[src/rtl/key_conditioner.sv]
// key_conditioner
//   Turns the raw, bouncing, asynchronous push-button levels (active-low) into
//   clean clk-domain signals. Each key has its own 2-flop synchroniser, debounce
//   counter and four-state FSM, so keys never interact.
//
//   Optional feature (compile-time macro KEY_AUTOREPEAT_EN):
//     while a key stays pressed, emit an extra key_press after REPEAT_DELAY
//     cycles and then every REPEAT_PERIOD cycles.
//
// Ports
//   clk          in   system clock
//   rst          in   asynchronous, active-high reset
//   key_n        in   [NUM_KEYS] raw button levels, 0 = pressed
//   key_level    out  [NUM_KEYS] debounced level, 1 = pressed
//   key_press    out  [NUM_KEYS] one-cycle pulse per accepted press (plus repeats)
//   key_release  out  [NUM_KEYS] one-cycle pulse per accepted release
module key_conditioner #(
  parameter int NUM_KEYS        = 3,
  parameter int DEBOUNCE_CYCLES = 500000,
  parameter int REPEAT_DELAY    = 25000000,
  parameter int REPEAT_PERIOD   = 5000000
) (
  input  logic                clk,
  input  logic                rst,
  input  logic [NUM_KEYS-1:0] key_n,
  output logic [NUM_KEYS-1:0] key_level,
  output logic [NUM_KEYS-1:0] key_press,
  output logic [NUM_KEYS-1:0] key_release
);

  localparam int CW = $clog2(DEBOUNCE_CYCLES + 1);
  localparam logic [CW-1:0] CNT_LAST = CW'(DEBOUNCE_CYCLES - 1);

  localparam logic [1:0] ST_RELEASED     = 2'd0;
  localparam logic [1:0] ST_PRESS_WAIT   = 2'd1;
  localparam logic [1:0] ST_PRESSED      = 2'd2;
  localparam logic [1:0] ST_RELEASE_WAIT = 2'd3;

`ifdef KEY_AUTOREPEAT_EN
  localparam int RMAX = (REPEAT_DELAY > REPEAT_PERIOD) ? REPEAT_DELAY : REPEAT_PERIOD;
  localparam int RW   = $clog2(RMAX + 1);
  localparam logic [RW-1:0] DELAY_LAST  = RW'(REPEAT_DELAY - 1);
  localparam logic [RW-1:0] PERIOD_LAST = RW'(REPEAT_PERIOD - 1);
`endif

  if (DEBOUNCE_CYCLES < 1 || REPEAT_DELAY < 1 || REPEAT_PERIOD < 1) begin : g_param_err
    $error("key_conditioner: DEBOUNCE_CYCLES, REPEAT_DELAY and REPEAT_PERIOD must be >= 1");
  end

  for (genvar i = 0; i < NUM_KEYS; i++) begin : g_key
    // Sync flops hold the raw active-low level; reset value 1 means released.
    logic [1:0]    r_sync;
    logic [1:0]    r_state;
    logic [CW-1:0] r_cnt;
    logic          r_level;
    logic          r_press;
    logic          r_release;
    logic          w_s;
`ifdef KEY_AUTOREPEAT_EN
    logic [RW-1:0] r_rep_cnt;
    logic          r_rep_armed;   // first repeat already emitted; use period
`endif

    assign w_s = ~r_sync[1];

    always_ff @(posedge clk or posedge rst) begin
      if (rst) begin
        r_sync      <= '1;
        r_state     <= ST_RELEASED;
        r_cnt       <= '0;
        r_level     <= 1'b0;
        r_press     <= 1'b0;
        r_release   <= 1'b0;
`ifdef KEY_AUTOREPEAT_EN
        r_rep_cnt   <= '0;
        r_rep_armed <= 1'b0;
`endif
      end else begin
        r_sync    <= {r_sync[0], key_n[i]};
        r_press   <= 1'b0;
        r_release <= 1'b0;
        case (r_state)
          ST_RELEASED: begin
            r_cnt <= '0;
            if (w_s) r_state <= ST_PRESS_WAIT;
          end
          ST_PRESS_WAIT: begin
            if (!w_s) begin
              r_state <= ST_RELEASED;
              r_cnt   <= '0;
            end else if (r_cnt == CNT_LAST) begin
              r_state <= ST_PRESSED;
              r_cnt   <= '0;
              r_press <= 1'b1;
              r_level <= 1'b1;
`ifdef KEY_AUTOREPEAT_EN
              r_rep_cnt   <= '0;
              r_rep_armed <= 1'b0;
`endif
            end else begin
              r_cnt <= r_cnt + CW'(1);
            end
          end
          ST_PRESSED: begin
            if (!w_s) begin
              r_state <= ST_RELEASE_WAIT;
              r_cnt   <= '0;
            end else begin
`ifdef KEY_AUTOREPEAT_EN
              // Repeat only fires on cycles the key is still seen held.
              if (r_rep_cnt == (r_rep_armed ? PERIOD_LAST : DELAY_LAST)) begin
                r_press     <= 1'b1;
                r_rep_cnt   <= '0;
                r_rep_armed <= 1'b1;
              end else begin
                r_rep_cnt <= r_rep_cnt + RW'(1);
              end
`endif
            end
          end
          default: begin // ST_RELEASE_WAIT: repeat counter holds its value here
            if (w_s) begin
              r_state <= ST_PRESSED;
              r_cnt   <= '0;
            end else if (r_cnt == CNT_LAST) begin
              r_state   <= ST_RELEASED;
              r_cnt     <= '0;
              r_release <= 1'b1;
              r_level   <= 1'b0;
`ifdef KEY_AUTOREPEAT_EN
              r_rep_cnt   <= '0;
              r_rep_armed <= 1'b0;
`endif
            end else begin
              r_cnt <= r_cnt + CW'(1);
            end
          end
        endcase
      end
    end

    assign key_level[i]   = r_level;
    assign key_press[i]   = r_press;
    assign key_release[i] = r_release;
  end

endmodule

[config.mk]
export PLATFORM = sky130hd
export DESIGN_NAME = key_conditioner
export DESIGN_NICKNAME = d
export VERILOG_FILES = /design/src/rtl/key_conditioner.sv
export SDC_FILE = /design/constraint.sdc
export NUM_CORES = 1
export LEC_CHECK = 0
export BUFFER_PORTS_ARGS = -buffer_cell sky130_fd_sc_hd__clkbuf_2
export CORE_UTILIZATION = 62
export CTS_CLUSTER_DIAMETER = 80
export CTS_CLUSTER_SIZE = 20
export DETAILED_ROUTE_END_ITERATION = 8
export PLACE_DENSITY = 0.83
export SLEW_MARGIN = 10
export SYNTH_ARGS = -nofsm -noshare
export SYNTH_HDL_FRONTEND = slang
export SYNTH_SLANG_ARGS = --single-unit
[constraint.sdc]
create_clock -name clk -period 2.75 [get_ports clk]
set_input_delay 0.1375 -clock clk [delete_from_list [all_inputs] [get_ports clk]]
set_output_delay 0.1375 -clock clk [all_outputs]
set_load 0.03 [all_outputs]
==> results.toml <==
[run_status]
outcome = "complete, but fails checks"
violations = "design-rule violations"

[pwr]
p_leak_nw = 1.932
clockPowerShare_pct = 29.0
p_comb_share_pct = 28.4
power_frac_seq_pct = 42.6
p_sw_w = 0.001061
peakVddDrop_mv = 0.4047
p_int_w = 0.002092
sw_frac_of_total_pct = 33.66
pwr_density_cell_mw_per_mm2 = 696.4

[synth]
synth-adder-area-share_pct = 5.367
synthArstFlopShare_pct = 100.0
synth_edf_count = 0
ys_warn_count = 0
synth_cell_types = 45
ys.flop_type = "dfrtp_1"
syn-cell-area_mm2 = 0.004197
synthMuxAreaShare_pct = 0.4770
synth-xor-area-share_pct = 9.183
synth_simple_gate_area_share_pct = 25.91
synth-seq-cells = 78
ys_seq_area_share_pct = 46.69
synth_top_family_by_area = "simple AND/OR/NAND/NOR gates"
synthesis.nets = 471
avgSynthCellArea_um2 = 9.367
synth_cells = 448
synth_compound_area_share_pct = 7.752

[detailed_routing]
wl_per_cell_um = 14.20
ant_nets = 0
wl_um = 7668
vias = 3156
avgViaCountPerCell = 5.844
drcViolationCount = 2
drt-initial-drc-count = 190
dr.pass1.iters = 6

[critical_path]
worstSetupPathType = "register to register"
path_max_fanout = 19
crit_arrival_ns = 2.60
crit_family = "simple AND/OR/NAND/NOR gates"
critPathCaptureType = "register"
cpPeakStageDelay_ns = 0.66
start_kind = "register"
cp_slowest_cell = "or4_1"
worstPathCellList = "or4b_1 -> or4_1 -> a21oi_4 -> nor2_1"
crit_buf_inv = 0
cp.required_ns = 2.96
rrSetupSlack_ns = 0.36

[placement]
postPlaceCellArea_mm2 = 0.004274
io_buffers = 13
finalWeightedCongestion = 0.8274
place_hpwl_um = 5486
pre_cts_slack_ns = 0.3583

[clocking]
cts.sinks = 78
path_clk_slew_ns = 0.08
post_cts_resized = 0
cts_buffers = 9
clock_latency_ns = 0.34
tritoncts = "yes"
htree_levels = 3
root_buffer = "clkbuf_8"
clockBufferDepth = 2

[die]
die-area_mm2 = 0.007101
core_mm2 = 0.006459
die_y_um = 84.27
row_count = 29
initial_core_util_pct = 64.97
ios = 14
die_x_um = 84.27

[sta]
min_period_ns = 2.391
finClkSkew_ns = 0.009001
finalMaxSlewViolations = 0
setup_ws_ns = 0.3586
max_clock_freq_mhz = 418.2
max-slew-margin-rel_pct = 43.23
max_slew.worst_pin.slew_ns = 0.8506
setup_viol = 0
rsz0062_at_grt = "no"
fin_crit_sh_pct = 86.96
setup_tns_ns = 0
final_hold_viol_count = 0

[grt]
grt_use_total_pct = 24.67
antenna_found_initial = 0
grt_overflow = 0
grt_first_pass_wirelength_um = 13830
grt_pass1_vias = 3175
grt_max_degree = 53

[min_path]
hp-class = "register to register"

[cells_and_area]
final_core_util_pct = 70.11
diodes = 0
drive_gt1_share_pct = 9.503
syn2layout_area_growth_pct = 7.901
nets = 482
design_area_mm2 = 0.004528

[run]
maxCapViolations = 0
-- state kept, by name (all words and copies together), names as in the netlist, named ones only --
name,flops
g_key.r_level,3
g_key.r_sync,6
g_key.r_cnt,57
g_key.r_state,3
g_key.r_release,3
g_key.r_press,3
-- path summary, 6_finish.rpt --
kind,start,cells past startpoint,end
setup / recovery,g_key[0].r_cnt[5]$_DFFE_PP0N_,4,g_key[0].r_cnt[17]$_DFFE_PP0N_
min in group asynchronous,rst,3,g_key[1].r_cnt[4]$_DFFE_PP0N_
hold reg to reg,g_key[1].r_sync[0]$_DFF_PP1_,0,g_key[1].r_sync[1]$_DFF_PP1_
max in group asynchronous,rst,4,g_key[2].r_sync[1]$_DFF_PP1_
hold / removal,g_key[1].r_sync[0]$_DFF_PP1_,0,g_key[1].r_sync[1]$_DFF_PP1_
setup reg to reg,g_key[0].r_cnt[5]$_DFFE_PP0N_,4,g_key[0].r_cnt[17]$_DFFE_PP0N_
-- synth_stat cells, types with 3 or more instances --
cell type / count / area (um2)
ha_1: 18 / 225.2
dfstp_2: 6 / 157.7
nand2_1: 49 / 183.9
a31oi_1: 3 / 18.77
nor3_1: 9 / 45.04
nor2b_1: 7 / 43.79
a21oi_1: 8 / 40.04
xnor2_1: 21 / 183.9
and3_1: 11 / 68.82
nor4_1: 14 / 87.58
o211ai_1: 3 / 22.52
inv_1: 15 / 56.30
nand2b_1: 7 / 43.79
xor2_1: 23 / 201.4
o311ai_0: 3 / 26.28
nand4_1: 19 / 118.9
and4_1: 6 / 52.55
nor2_1: 66 / 247.7
o21ai_0: 15 / 75.07
buf_4: 10 / 75.07
or4_1: 3 / 22.52
a32o_1: 4 / 40.04
clkbuf_1: 11 / 41.29
nand3_1: 17 / 85.08
dfrtp_1: 72 / 1802
-- layout make-up --
| type | count | area (um2) |
|---|---|---|
| Clock inverter | 4 | 72.57 |
| Clock buffer | 11 | 141.4 |
| Tap cell | 77 | 96.34 |
| Multi-Input combinational cell | 331 | 2043 |
| Sequential cell | 78 | 1959 |
| Inverter | 15 | 57.56 |
| Fill cell | 500 | 1931 |
| Timing Repair Buffer | 24 | 157.7 |
-- cell usage in the layout (no fill, tap or decap), types with 7 or more instances in the layout --
| cell | instances |
|---|---|
| dfrtp_1 | 72 |
| nor2_1 | 66 |
| nand2_1 | 49 |
| xor2_1 | 23 |
| xnor2_1 | 21 |
| nand4_1 | 19 |
| ha_1 | 18 |
| nand3_1 | 17 |
| o21ai_0 | 15 |
| inv_1 | 14 |
| nor4_1 | 14 |
| clkbuf_2 | 13 |
| and3_1 | 11 |
| clkbuf_8 | 10 |
| nor3_1 | 9 |
| a21oi_1 | 8 |
| nand2b_1 | 7 |
| nor2b_1 | 7 |
| buf_4 | 7 |
-- power by group through the flow --
stage	Clock, W	Sequential, W	Combinational [W]
3_3_place_gp	0	0.00136	0.000832
3_5_place_dp	0	0.00136	0.000887
2_1_floorplan	0	0.00133	0.000697
4_1_cts	0.000939	0.00134	0.000897
5_1_grt	0.000988	0.00136	0.00102
6_report	0.000914	0.00134	0.000896
-- kinds of logic after synthesis --
family / after synthesis
AND/OR/NAND/NOR: 219
flip-flops: 78
AO/OA/AOI/OAI: 48
XOR/XNOR: 44
buffers and inverters: 39
adder cells (fa/ha/maj): 18
multiplexers: 2
-- through the flow --
step,total power (W),std cells,hold slack [ns]
6_report,0.003153,540,0.3547
5_1_grt,0.003368,540,0.3632
4_1_cts,0.003178,540,0.3588
3_5_place_dp,0.002248,521,0.2268
3_3_place_gp,0.002188,521,0.2252
2_1_floorplan,0.002028,448,0.1420
-- layer usage --
layer | vias up | share of wire (%) | global-route usage, %
met2 | 60 | 48 | 41.06
met1 | 1518 | 46 | 31.95
li1 | 1568 | - | -
met4 | 0 | 1.6 | 9.091
met5 | - | 0 | 0
met3 | 10 | 3.6 | 5.408
-- worst reg2reg max path, cell delays in order (launching register included) --
cell and delay (ns):
dfrtp_1 0.44, or4b_1 0.55, or4_1 0.66, a21oi_4 0.49, nor2_1 0.12
-- repair_timing --
item	4_1_cts	5_1_grt
hold buffers	4	0
hold endpoints to repair	49	0
setup buffers	0	0
Power figures use the tool's default switching activity.
